===== src/rtl/score_pkg.sv =====
// Shared types and constants for the two-player score keeper.
package score_pkg;

    localparam int SCORE_W  = 2;
    localparam int NUM_BTNS = 3;

    // Bit positions of each button in the packed button vectors.
    localparam int BTN_P1  = 0;
    localparam int BTN_P2  = 1;
    localparam int BTN_CLR = 2;

    typedef enum logic [1:0] {
        PLAY   = 2'd0,
        P1_WIN = 2'd1,
        P2_WIN = 2'd2
    } state_t;

    localparam logic [1:0] WIN_NONE = 2'b00;
    localparam logic [1:0] WIN_P1   = 2'b01;
    localparam logic [1:0] WIN_P2   = 2'b10;

endpackage


===== src/rtl/btn_debounce.sv =====
// Button conditioner: 2-flop synchronizer, stability counter, and a
// one-cycle pulse on each accepted press (rising stable level only).
module btn_debounce #(
    parameter int DEBOUNCE_CYCLES = 500000
) (
    input  logic clk,
    input  logic rst,
    input  logic raw,
    output logic pulse
);

    localparam int CNT_W = $clog2(DEBOUNCE_CYCLES);
    localparam logic [CNT_W-1:0] CNT_LAST = CNT_W'(DEBOUNCE_CYCLES - 1);

    logic             sync1, sync2;
    logic             stable, stable_q;
    logic [CNT_W-1:0] cnt;

    // Bring the raw asynchronous level into the clk domain.
    always_ff @(posedge clk or posedge rst) begin
        if (rst) begin
            sync1 <= 1'b0;
            sync2 <= 1'b0;
        end else begin
            sync1 <= raw;
            sync2 <= sync1;
        end
    end

    // Accept a new level only after it has disagreed with the stable level
    // for DEBOUNCE_CYCLES consecutive cycles; any agreement restarts the count.
    always_ff @(posedge clk or posedge rst) begin
        if (rst) begin
            cnt    <= '0;
            stable <= 1'b0;
        end else if (sync2 == stable) begin
            cnt    <= '0;
        end else if (cnt == CNT_LAST) begin
            stable <= sync2;
            cnt    <= '0;
        end else begin
            cnt    <= cnt + CNT_W'(1);
        end
    end

    // Delayed copy of the stable level for rising-edge detection.
    always_ff @(posedge clk or posedge rst) begin
        if (rst) stable_q <= 1'b0;
        else     stable_q <= stable;
    end

    assign pulse = stable & ~stable_q;

endmodule


===== src/rtl/score_ctrl.sv =====
// Two-player point keeper: debounced buttons feed a small game FSM that
// owns both scores and decodes the winner from registered state.
module score_ctrl
    import score_pkg::*;
#(
    parameter int DEBOUNCE_CYCLES = 500000,
    parameter int WIN_SCORE       = 3
) (
    input  logic               clk,
    input  logic               rst,
    input  logic               btn_p1,
    input  logic               btn_p2,
    input  logic               btn_clear,
    output logic [SCORE_W-1:0] score1,
    output logic [SCORE_W-1:0] score2,
    output logic [1:0]         winner,
    output logic               game_over
);

    localparam logic [SCORE_W-1:0] WIN_VAL = SCORE_W'(WIN_SCORE);

    logic [NUM_BTNS-1:0] raw_btn;
    logic [NUM_BTNS-1:0] pulse;

    assign raw_btn = {btn_clear, btn_p2, btn_p1};

    for (genvar i = 0; i < NUM_BTNS; i++) begin : g_db
        btn_debounce #(
            .DEBOUNCE_CYCLES(DEBOUNCE_CYCLES)
        ) u_db (
            .clk  (clk),
            .rst  (rst),
            .raw  (raw_btn[i]),
            .pulse(pulse[i])
        );
    end

    state_t             state, state_nxt;
    logic [SCORE_W-1:0] score1_nxt, score2_nxt;

    // Game state and score registers.
    always_ff @(posedge clk or posedge rst) begin
        if (rst) begin
            state  <= PLAY;
            score1 <= '0;
            score2 <= '0;
        end else begin
            state  <= state_nxt;
            score1 <= score1_nxt;
            score2 <= score2_nxt;
        end
    end

    // Next state: clear wins over points; simultaneous points are replayed;
    // win states freeze the scores. Scores stay below WIN_SCORE in PLAY,
    // so an increment can never overshoot or wrap.
    always_comb begin
        state_nxt  = state;
        score1_nxt = score1;
        score2_nxt = score2;
        if (pulse[BTN_CLR]) begin
            state_nxt  = PLAY;
            score1_nxt = '0;
            score2_nxt = '0;
        end else begin
            case (state)
                PLAY: begin
                    if (pulse[BTN_P1] && !pulse[BTN_P2]) begin
                        score1_nxt = score1 + SCORE_W'(1);
                        if (score1_nxt == WIN_VAL) state_nxt = P1_WIN;
                    end else if (pulse[BTN_P2] && !pulse[BTN_P1]) begin
                        score2_nxt = score2 + SCORE_W'(1);
                        if (score2_nxt == WIN_VAL) state_nxt = P2_WIN;
                    end
                end
                P1_WIN, P2_WIN: ;
                default: state_nxt = PLAY;
            endcase
        end
    end

    // Outputs decoded from the registered state only.
    always_comb begin
        winner    = WIN_NONE;
        game_over = 1'b0;
        case (state)
            P1_WIN: begin winner = WIN_P1; game_over = 1'b1; end
            P2_WIN: begin winner = WIN_P2; game_over = 1'b1; end
            default: ;
        endcase
    end

endmodule


===== config.mk =====
export PLATFORM = sky130hd
export DESIGN_NAME = score_ctrl
export DESIGN_NICKNAME = d
export VERILOG_FILES = /design/src/rtl/score_pkg.sv /design/src/rtl/btn_debounce.sv /design/src/rtl/score_ctrl.sv
export SDC_FILE = /design/constraint.sdc
export NUM_CORES = 1
export LEC_CHECK = 0
export ABC_AREA = 1
export ABC_CLOCK_PERIOD_IN_PS = 5100
export BUFFER_PORTS_ARGS = -buffer_cell sky130_fd_sc_hd__buf_2
export CORE_UTILIZATION = 32
export CTS_CLUSTER_SIZE = 14
export DETAILED_ROUTE_END_ITERATION = 12
export GPL_TIMING_DRIVEN = 0
export PLACE_DENSITY = 0.49
export SKIP_CTS_REPAIR_TIMING = 1
export SKIP_LAST_GASP = 1
export SYNTH_ARGS = -nofsm -noshare
export SYNTH_HDL_FRONTEND = slang
export SYNTH_SLANG_ARGS = --single-unit

===== constraint.sdc =====
create_clock -name clk -period 5.1 [get_ports clk]
set_input_delay 0.765 -clock clk [delete_from_list [all_inputs] [get_ports clk]]
set_output_delay 0.765 -clock clk [all_outputs]
set_load 0.1 [all_outputs]

# ---- After elaboration in Yosys (flattened, before gate mapping)
# Index checks and enable logic that the tools add are counted.
dict set report classes {
  n_addsub 5
  n_eq_ne 15
  muxes 21
  bitwise 9
  reduce_logical 15
}
# operator n
set ops {}
lappend ops {{2-to-1 mux 19 bit} 6}
lappend ops {{adder 19 x 1 -> 19 bit (second input constant)} 3}
lappend ops {{== test 19 bit (second input constant)} 3}
lappend ops {{2-to-1 mux 2 bit} 12}
lappend ops {{inequality test 4 x 3 -> 1 bit (second input constant)} 3}
lappend ops {{one-hot mux 2 bit (2 select lines)} 2}
lappend ops {{AND reduction 2 bit} 4}
lappend ops {{== test 2 bit (second input constant)} 3}
lappend ops {{NOT 1 bit} 6}
lappend ops {{nonzero test 2 bit} 3}
lappend ops {{adder 2 x 1 -> 2 bit (second input constant)} 2}
lappend ops {{inequality test 2 x 1 -> 1 bit (second input constant)} 2}
lappend ops {{AND reduction 4 bit} 1}
lappend ops {{AND 1 bit} 3}
lappend ops {{== test 1 bit} 3}
lappend ops {{AND reduction 3 bit} 1}
lappend ops {{== test 2 x 1 -> 1 bit (second input constant)} 1}
lappend ops {{logical AND 1 bit} 2}
lappend ops {{zero test 1 bit} 2}
lappend ops {{zero test 2 bit} 1}
lappend ops {{OR reduction 2 bit} 1}
lappend ops {{2-to-1 mux 1 bit} 1}
dict set report totals {
  regBits 75
  input_bits 5
  output_inout_bits 7
}

# ---- Depth between registers and ports, before layout
dict set report depth {
  depth_word 8
  mapped_depth 10
  mapped_depth_nobuf 10
}

# ---- By module
# From an unflattened synthesis, not the netlist that was laid out.
dict set report unflattened {
  cells_unflattened 506
  area_unflattened_um2 4179.0
}
# mod n_inst cells_per_inst area_each_um2 seq_area_each_um2
set by_module_without_submodules {}
lappend by_module_without_submodules {btn_debounce 3 153 1265.0 575.6}
lappend by_module_without_submodules {score_ctrl 1 47 384.1 150.1}

# ---- Worst setup path before layout
# Ideal clock, no wire load.
dict set report synth_timing {
  path_kind {reg2out}
  startpoint {reg state[0]}
  endpoint {out game_over}
  t_arrival_ns 1.253
  path_slack_ns 3.082
  stages_incl_launch_ff 3
  path_cell_list {dfrtp_1 > inv_1 > ha_1}
}
dict set report synth_between {
  elab_chain_len 3
  elab_cells_between_ends 4
}
# item line_no
set synth_rtl {}
lappend synth_rtl {{from (decl)} score_ctrl.sv:38} ;# state_t state, state_nxt;
lappend synth_rtl {{from (signal assigned)} score_ctrl.sv:48} ;# state <= state_nxt;
lappend synth_rtl {{== test 2 x 1 -> 1 bit or == test 2 bit (tied branches)} score_ctrl.sv:86} ;# case (state)
lappend synth_rtl {{OR reduction 2 bit (no line) (*)} n/a}
lappend synth_rtl {{2-to-1 mux 1 bit (*)} score_ctrl.sv:86}
lappend synth_rtl {{to (decl)} score_ctrl.sv:17} ;# output logic game_over
# Every way passes the cells marked *; elsewhere a longest branch is shown, timed or not.

# ---- Final worst setup path
# Ends and elaborated chain as after synthesis.

==> flow_summary.json <==
{
  "status": "finished, final reports clean",
  "period_share": 0.4467,
  "report.final.slew_viol_count": 0,
  "ir_drop_v": 0.0001329,
  "synth_cell_types": 27,
  "vias": 3284,
  "track_usage": 0.1407,
  "whs_ns": 0.3532,
  "crit_path_end_kind": "output pin",
  "min_path_type": "reg2reg",
  "tns_ns": 0,
  "die_area_sq_um": 13520,
  "clk_latency_ns": 0.34,
  "hold_path_depth": 0,
  "cts-root-buf": "clkbuf_16",
  "syn-num-nets": 558,
  "worstPathRequired_ns": 4.34,
  "synth_area_sq_um": 4178,
  "critPathArrivalTime_ns": 1.51,
  "synth_top_area_frac": 0.4492,
  "final.setup_skew_ns": 0.006321,
  "postSynthRegisterBits": 75,
  "synthToLayoutAreaGrowth_pct": 15.03,
  "max_freq_mhz": 438.9,
  "die_w_um": 116.3,
  "relSlewSlack": 0.6343,
  "num_rows": 41,
  "pre_cts_slack_ns": 3.175,
  "start_util": 0.3297,
  "worstMarginPinSlew_ns": 0.5458,
  "m1WireLength_um": 4150,
  "numCtsBuffers": 9,
  "first_global_vias": 3191,
  "layout-drive-gt1-share": 0.1226,
  "rsz0062_at_grt": "no",
  "total_power_uw": 1345,
  "min_from": "g_db[1].u_db.sync1",
  "finalHoldViolations": 0,
  "gp_congestion": 0.7944,
  "grt_overflow": 0,
  "wl_um": 8259,
  "placed_cells": 727,
  "detail_route.vias_per_cell": 4.420,
  "r2r_start": "g_db[1].u_db.stable",
  "clock-sinks": 75,
  "p_per_area_nw_per_um2": 279.8,
  "synth_edf_count": 0,
  "reg2reg_slack_ns": 3.54,
  "final_antenna_net_count": 0,
  "cap_violations": 0,
  "core_sq_um": 12670,
  "drt-initial-drc-count": 210,
  "num_antenna_cells": 0,
  "wl_met2_um": 3732,
  "hpwl_um": 6028,
  "fillers": 1340,
  "syn_inst": 543,
  "synth_top_cell_by_area": "dfrtp_1",
  "setup_slack_ns": 2.822,
  "r2r-end": "state[0]",
  "grt_max_degree": 58,
  "netlist_top_cells_area": "dfrtp_1 45%, nor2_1 12%, nand2_1 9.5%",
  "period_needed_ns": 2.278,
  "die_height_um": 116.3,
  "antenna_found_initial": 0,
  "final_common_cell": "nor2_1",
  "synth_ff_type": "dfrtp_1",
  "ys_seq_area_frac": 0.4492,
  "leakagePower_uw": 0.002139,
  "highest_layer": "met4",
  "ys_warn_count": 0,
  "rr_worst_depth": 10,
  "wl_per_cell_um": 11.12,
  "critical_path_class": "reg2out",
  "hold_end": "g_db[1].u_db.sync2",
  "dr.pass1.iters": 5,
  "met3_length_um": 240,
  "clkTransAtPathRegs_ns": 0.06,
  "avgSynthCellArea_sq_um": 7.694,
  "drc": 0,
  "io_buffers": 11,
  "grt_pass1_wl_um": 14630,
  "fin_nets": 581,
  "setup_viol": 0,
  "ios": 12,
  "async_reset_ff_frac": 1.000,
  "instances_no_fill": 743,
  "htree_levels": 3,
  "final_cell_mix": "132 x nor2_1, 106 x nand2_1, 75 x dfrtp_1",
  "worstSetupStartpointType": "register",
  "cts_tree": "built",
  "critPathMaxFanout": 3,
  "cts.path.max_buffers": 2
}
layout make-up:
type,instances,area (sq um),area share
sequential,75,1877,0.3905
inverter,72,272.8,0.05676
multi-input combinational,396,2031,0.4225
clock buffer,10,239.0,0.04973
timing repair buffer,12,82.58,0.01718
clock inverter,6,88.84,0.01848
tap,172,215.2,0.04478
layer usage:
metal / track usage / vias up
met5: 0 / -
met4: 0.04872 / 0
met3: 0.04515 / 9
met2: 0.2178 / 43
met1: 0.1846 / 1504
li1: - / 1728
cell usage after synthesis (2+ instances only):
library cell and number:
nor2_1 132, nand2_1 106, dfrtp_1 75, inv_1 67, nand3_1 45, xor2_1 17, a21oi_1 13, nor2_4 12
ha_1 10, nand2_2 10, o21ai_0 7, xnor2_1 7, nor2_2 6, inv_2 5, nor3_1 5, o21ai_1 4
and2_1 3, nand2_4 3, nand4_1 3, nand3_2 2, nor3b_1 2, o22ai_1 2, o31ai_1 2, xor2_2 2
worst max path at each step:
stage                                endpoint  startpoint  cells after the start
after floorplan           g_db[0].u_db.cnt[0]         rst                      1
after global placement    g_db[2].u_db.cnt[9]         rst                      2
after detailed placement            game_over    state[0]                      3
after CTS                           game_over    state[0]                      3
after global routing                game_over    state[0]                      3
final                               game_over    state[0]                      3
logic make-up after synthesis:
group / share of synthesized area
simple gates: 0.3588
flops: 0.4492
buf+inv: 0.06469
compound gates: 0.03534
xor+xnor: 0.06199
fa+ha+maj: 0.02995
worst max-delay path, stage by stage, from the launching register on:
cell,delay [ns]
dfrtp_1,0.38
inv_1,0.07
ha_1,0.30
buf_2,0.43
power by group:
part	internal (uW)	switching (uW)	total (uW)
Clock	442	256	697
Combinational	10.9	27.9	38.8
Sequential	603	5.60	609
registers in the layout (all words and copies together), names as in the netlist:
register	count
g_db.u_db.sync2	3
g_db.u_db.cnt	57
state	2
g_db.u_db.sync1	3
score1	2
g_db.u_db.stable_q	3
g_db.u_db.stable	3
score2	2
per-stage QoR:
step           area [sq um]    util
2_1_floorplan          4178       -
3_3_place_gp           4448  0.3510
3_5_place_dp           4478  0.3534
4_1_cts                4806  0.3793
5_1_grt                4806  0.3793
6_report               4806  0.3793
(Power assumes the default switching activity.)
